## src/rtl/cache_ctrl.sv

```systemverilog
// cache_ctrl: CPU-side controller for a 128-line direct-mapped cache with write-through/allocate
module cache_ctrl (
  input  logic        clk_1,
  input  logic        rst,
  input  logic        cpu_req,
  input  logic        cpu_we,
  input  logic [15:0] cpu_addr,
  input  logic [7:0]  cpu_wdata,
  output logic [7:0]  cpu_rdata,
  output logic        cpu_ready,
  output logic [15:0] c_addr,
  output logic        c_w_rd,
  output logic [7:0]  c_wdata,
  input  logic [7:0]  c_rdata,
  input  logic        c_hit,
  output logic        mem_req,
  output logic        mem_we,
  output logic [15:0] mem_addr,
  output logic [7:0]  mem_wdata,
  input  logic [7:0]  mem_rdata,
  input  logic        mem_ack,
  output logic [15:0] hit_cnt,
  output logic [15:0] miss_cnt
);
  typedef enum logic [2:0] {IDLE, LOOKUP, MEM_RD, MEM_WR, PARK, ARM, COMMIT, RESP} state_t;
  state_t      r_state;
  logic [15:0] r_a, r_c_addr, r_mem_addr, r_hit_cnt, r_miss_cnt;
  logic [7:0]  r_fill, r_cpu_rdata, r_c_wdata, r_mem_wdata;
  logic        r_cpu_ready, r_c_w_rd, r_mem_req, r_mem_we;
  logic        w_hit, w_lookup_hit, w_lookup_miss;

  // An X or Z hit flag from an unwritten line must count as a miss
  assign w_hit         = (c_hit === 1'b1);
  assign w_lookup_hit  = (r_state == LOOKUP) && w_hit;
  assign w_lookup_miss = (r_state == LOOKUP) && !w_hit;

  assign cpu_rdata = r_cpu_rdata;
  assign cpu_ready = r_cpu_ready;
  assign c_addr    = r_c_addr;
  assign c_w_rd    = r_c_w_rd;
  assign c_wdata   = r_c_wdata;
  assign mem_req   = r_mem_req;
  assign mem_we    = r_mem_we;
  assign mem_addr  = r_mem_addr;
  assign mem_wdata = r_mem_wdata;
  assign hit_cnt   = r_hit_cnt;
  assign miss_cnt  = r_miss_cnt;

  // Sequencer; every output is set on the edge that enters the state it belongs to
  always_ff @(posedge clk_1 or negedge rst) begin
    if (!rst) begin
      r_state     <= IDLE;
      r_a         <= '0;
      r_fill      <= '0;
      r_cpu_rdata <= '0;
      r_cpu_ready <= 1'b0;
      r_c_addr    <= '0;
      r_c_w_rd    <= 1'b0;
      r_c_wdata   <= '0;
      r_mem_req   <= 1'b0;
      r_mem_we    <= 1'b0;
      r_mem_addr  <= '0;
      r_mem_wdata <= '0;
    end else begin
      case (r_state)
        IDLE: if (cpu_req) begin
          r_a <= cpu_addr;
          if (cpu_we) begin
            r_fill      <= cpu_wdata;
            r_mem_req   <= 1'b1;
            r_mem_we    <= 1'b1;
            r_mem_addr  <= cpu_addr;
            r_mem_wdata <= cpu_wdata;
            r_state     <= MEM_WR;
          end else begin
            r_c_w_rd <= 1'b0;
            r_c_addr <= cpu_addr;
            r_state  <= LOOKUP;
          end
        end
        LOOKUP: if (w_hit) begin
          r_cpu_rdata <= c_rdata;
          r_cpu_ready <= 1'b1;
          r_state     <= RESP;
        end else begin
          r_mem_req  <= 1'b1;
          r_mem_we   <= 1'b0;
          r_mem_addr <= r_a;
          r_state    <= MEM_RD;
        end
        MEM_RD, MEM_WR: if (mem_ack) begin
          if (r_state == MEM_RD) begin
            r_fill      <= mem_rdata;
            r_cpu_rdata <= mem_rdata;
          end
          r_mem_req <= 1'b0;
          r_c_w_rd  <= 1'b0;
          r_c_addr  <= ~r_a;
          r_state   <= PARK;
        end
        PARK: begin
          r_c_w_rd  <= 1'b1;
          r_c_wdata <= r_fill;
          r_state   <= ARM;
        end
        ARM: begin
          r_c_addr <= r_a;
          r_state  <= COMMIT;
        end
        COMMIT: begin
          r_c_w_rd    <= 1'b0;
          r_cpu_ready <= 1'b1;
          r_state     <= RESP;
        end
        RESP: begin
          r_cpu_ready <= 1'b0;
          r_state     <= IDLE;
        end
      endcase
    end
  end

  // Saturating read statistics, updated from the lookup outcome
  always_ff @(posedge clk_1 or negedge rst) begin
    if (!rst) begin
      r_hit_cnt  <= '0;
      r_miss_cnt <= '0;
    end else begin
      r_hit_cnt  <= r_hit_cnt + {15'd0, w_lookup_hit && (r_hit_cnt != 16'hFFFF)};
      r_miss_cnt <= r_miss_cnt + {15'd0, w_lookup_miss && (r_miss_cnt != 16'hFFFF)};
    end
  end
endmodule

```

## config.mk

```make
export PLATFORM = sky130hd
export DESIGN_NAME = cache_ctrl
export DESIGN_NICKNAME = d
export VERILOG_FILES = /design/src/rtl/cache_ctrl.sv
export SDC_FILE = /design/constraint.sdc
export NUM_CORES = 1
export LEC_CHECK = 0
export ABC_CLOCK_PERIOD_IN_PS = 3600
export BUFFER_PORTS_ARGS = -buffer_cell sky130_fd_sc_hd__buf_2
export CELL_PAD_IN_SITES_DETAIL_PLACEMENT = 0
export CELL_PAD_IN_SITES_GLOBAL_PLACEMENT = 1
export CORE_ASPECT_RATIO = 0.9
export CORE_MARGIN = 3
export CORE_UTILIZATION = 35
export CTS_BUF_LIST = sky130_fd_sc_hd__clkbuf_16
export CTS_CLUSTER_DIAMETER = 200
export DETAILED_ROUTE_END_ITERATION = 12
export GPL_TIMING_DRIVEN = 0
export PLACE_DENSITY_LB_ADDON = 0.1
export SYNTH_ARGS = -nofsm -noshare
export SYNTH_HDL_FRONTEND = slang
export SYNTH_SLANG_ARGS = --single-unit
```

## constraint.sdc

```tcl
create_clock -name clk_1 -period 3.6 [get_ports clk_1]
set_input_delay 0.54 -clock clk_1 [delete_from_list [all_inputs] [get_ports clk_1]]
set_output_delay 0.54 -clock clk_1 [all_outputs]
set_load 0.005 [all_outputs]
```

==> results.tsv <==
stage	metric	value	unit
timing	Pins Over Slew Limit	0	
critical_path	buffers and inverters on the worst path	4	
die	Rows	42	
timing	Fmax	0.342	GHz
detailed_routing	post-DR vias/cell	4.89	
critical_path	Reg2Reg Setup Slack	0.67	ns
global_routing	met2 GRT Util	25.0	%
timing	final setup violation count	0	
critical_path	WP data required	3.92	ns
die	I/O pin count	138	
global_routing	initial antenna violation count	0	
pwr	maximum vdd ir drop	0.340	mV
clock_tree	post_cts resized	0	
critical_path	Critical Path Fanout Max	10	
clock_tree	CTS Hold Bufs	0	
place	Port-buffer cells	137	
critical_path	Data arrival, critical path	3.25	ns
detailed_routing	DRT iter0 DRCs	140	
yosys	post-synth cell types	39	
place	Routability Congestion	0.779	
place	dpl hpwl	9990	um
clock_tree	Inserted Clock Buffers	17	
timing	hold slack	0.0969	ns
layout	Layout area overhead	29.7	%
critical_path	crit-path leading delay family	buffers and inverters	
pwr	LEAKAGE	0.00328	uW
yosys	number of enable flip-flop cells after synthesis	0	
yosys	sequential element share of the synthesized area	55.2	%
layout	layout cells sized above 1	36.3	%
critical_path	Setup CP Type	reg2reg	
timing	Max-slew headroom	54.6	%
detailed_routing	Routed Antenna Nets	0	
clock_tree	Post-CTS Setup Bufs	0	
layout	Layout Utilization	46.9	%
critical_path	Critical Path, Cell by Cell	inv_1, and3_1, buf_4, buf_4, nand2_1, nor2_1, ha_1, ha_1, clkbuf_1, nand4_1, nor3_1, xor2_1	
yosys	Post-Syn Instances	477	
timing	Worst Slack Setup Final	0.673	ns
detailed_routing	Initial DRT Pass Iterations	4	
yosys	register bit total from synthesis	119	
yosys	Synth area leader	dfrtp_1	
die	Initial Util	36.2	%
yosys	Syn Area/Cell	11.3	um2
layout	Net count, final	684	
yosys	yosys warns	0	
detailed_routing	routed via count	4132	
timing	Sum Neg Setup Slack	0	ns
critical_path	slowest cell delay on critical path	0.45	ns
detailed_routing	Routed WL per cell	16.2	um
yosys	top cells by area, synth	dfrtp_1 55%, mux2_2 6.7%, a21oi_1 5.8%	
timing	minimum clock period	2.93	ns
critical_path	CP endpoint kind	flip-flop	
detailed_routing	# DRC	0	
global_routing	met3 usage	4.81	%
clock_tree	CTS tree	done	
clock_tree	CTS Root Cell	clkbuf_16	
die	DIE WIDTH	137	um
global_routing	first-pass GRT wire length	21900	um
die	die area	16900	um2
pwr	Cell Pwr Density	884	nW/um2
yosys	Async SR Flop Fraction	100	%
global_routing	GR met1 Demand/Resource	23.5	%
critical_path	Critical Path Start Type	flip-flop	
global_routing	vias in the first global route	4169	
status	status	complete, no violations	
global_routing	largest net degree at the start of global routing	64	
detailed_routing	Post-Route WL	13700	um
die	Core Footprint	14900	um2
yosys	post-synth net total	527	
clock_tree	Worst-path clk slew	0.05	ns
yosys	Synth top area share	55.2	%
global_routing	All-Layer GR Usage	16.8	%
hold_path	Hold Path Class	in2async	
timing	endpoints failing hold	0	
layout	diodes inserted	0	
yosys	Synth Cell Area	5400	um2
critical_path	CP max-delay cell	dfrtp_1	
global_routing	grt total ovfl	0	
timing	Final Cycle Share	81.3	%
clock_tree	H-tree levels	4	
layout	filler instances	1454	
die	die height	124	um
timing	RSZ-0062 raised after global routing	no	
global_routing	most used routing layer	met2	
clock_tree	TritonCTS sink count	119	
timing	worst slew pin tran	0.678	ns
timing	clock skew	0.00507	ns
flow_run	MaxCap Viol Count	0	
clock_tree	clk buf depth	2	
clock_tree	worst-skew pair later-pin latency	0.41	ns
yosys	ys flop type	dfrtp_1	
place	pre-CTS setup slack	0.659	ns
## registers in the layout, summed over array words and instances, names as in the netlist, 3 cells and up
register and flops:
c_addr 16, r_fill 8, c_wdata 8, mem_wdata 8
r_state 3, hit_cnt 16, miss_cnt 16, r_a 16
mem_addr 16, cpu_rdata 8
## path summary, 6_finish.rpt
kind | cells after the start | end | startpoint
setup / recovery | 12 | hit_cnt[14] | r_state[2]
hold / removal | 1 | hit_cnt[8] | rst
setup reg to reg | 12 | hit_cnt[14] | r_state[2]
hold reg to reg | 2 | r_fill[0] | r_fill[0]
max in group asynchronous | 2 | cpu_rdata[7] | rst
min in group clk_1 | 2 | mem_wdata[0] | cpu_wdata[0]
## layout make-up
class                      instances  area, um2  area share, %
timing repair buffer             138        719           10.3
multi-input combinational        329       2250           32.2
clock buffer                      17        425           6.08
inverter                           6       22.5          0.322
sequential                       119       2980           42.6
tap                              198        248           3.54
clock inverter                    15        209           2.99
buffer                            23        140           2.00
## cells by family (layout without fill, tap and decap cells)
family	Yosys count	in the layout	synth area share, %
buffers and inverters	29	199	3.01
and+or+nand+nor	134	134	12.7
adders and majority gates	4	4	0.928
xor gates and xnor gates	28	28	4.55
AOI/OAI and AO/OA	115	115	14.0
DFF	119	119	55.2
muxes	48	48	9.65
## synthesized netlist by cell type (5+ instances only)
cell type / instances
dfrtp_1: 119
a21oi_1: 62
nor2_1: 52
mux2_2: 32
nand2_1: 19
nand3_1: 17
o22ai_1: 17
mux2i_1: 16
xnor2_1: 16
o21ai_0: 14
xor2_1: 12
a2bb2oi_2: 10
nand4_1: 10
buf_2: 9
and2_1: 8
buf_4: 7
a2bb2oi_1: 6
inv_1: 6
and3_1: 5
nor3_1: 5
## metrics by stage
step	total power, uW	cell area, um2	instances
after floorplan	3600	5400	477
after global placement	4370	6330	812
after detailed placement	4430	6360	813
after CTS	6280	7000	845
after global routing	6640	7000	845
final	6180	7000	845
## cells in the final DEF, fill, tap and decap left out, types with 14 or more instances in the layout
| master | netlist | routed |
|---|---|---|
| buf_2 | 9 | 145 |
| dfrtp_1 | 119 | 119 |
| a21oi_1 | 62 | 62 |
| nor2_1 | 52 | 52 |
| mux2_2 | 32 | 32 |
| nand2_1 | 19 | 19 |
| nand3_1 | 17 | 17 |
| o22ai_1 | 17 | 17 |
| clkbuf_16 | 0 | 17 |
| xnor2_1 | 16 | 16 |
| mux2i_1 | 16 | 16 |
| o21ai_0 | 14 | 14 |
## worst register-to-register path: cells and delay by family (launching register included)
| kind | cells | cell delay (ns) |
|---|---|---|
| XOR/XNOR | 1 | 0.18 |
| buffers and inverters | 4 | 1.00 |
| AND/OR/NAND/NOR | 5 | 0.75 |
| adder cells (fa/ha/maj) | 2 | 0.46 |
| flip-flops | 1 | 0.45 |
## power by group
group	total, uW	switching, uW	leakage [uW]	internal [uW]
Sequential	2250	387	0.00146	1860
Clock	1810	591	0.000308	1220
Combinational	2130	1060	0.00151	1070
Total	6180	2040	0.00328	4150
## per-layer routing
layer | routed length (um) | up-vias | part of all wire [%]
met3 | 632 | 7 | 4.6
met1 | 6510 | 1996 | 48
met4 | 94 | 0 | 0.69
met2 | 6430 | 101 | 47
met5 | 0 | - | 0
li1 | - | 2028 | -
Power figures use the tool's default switching activity.
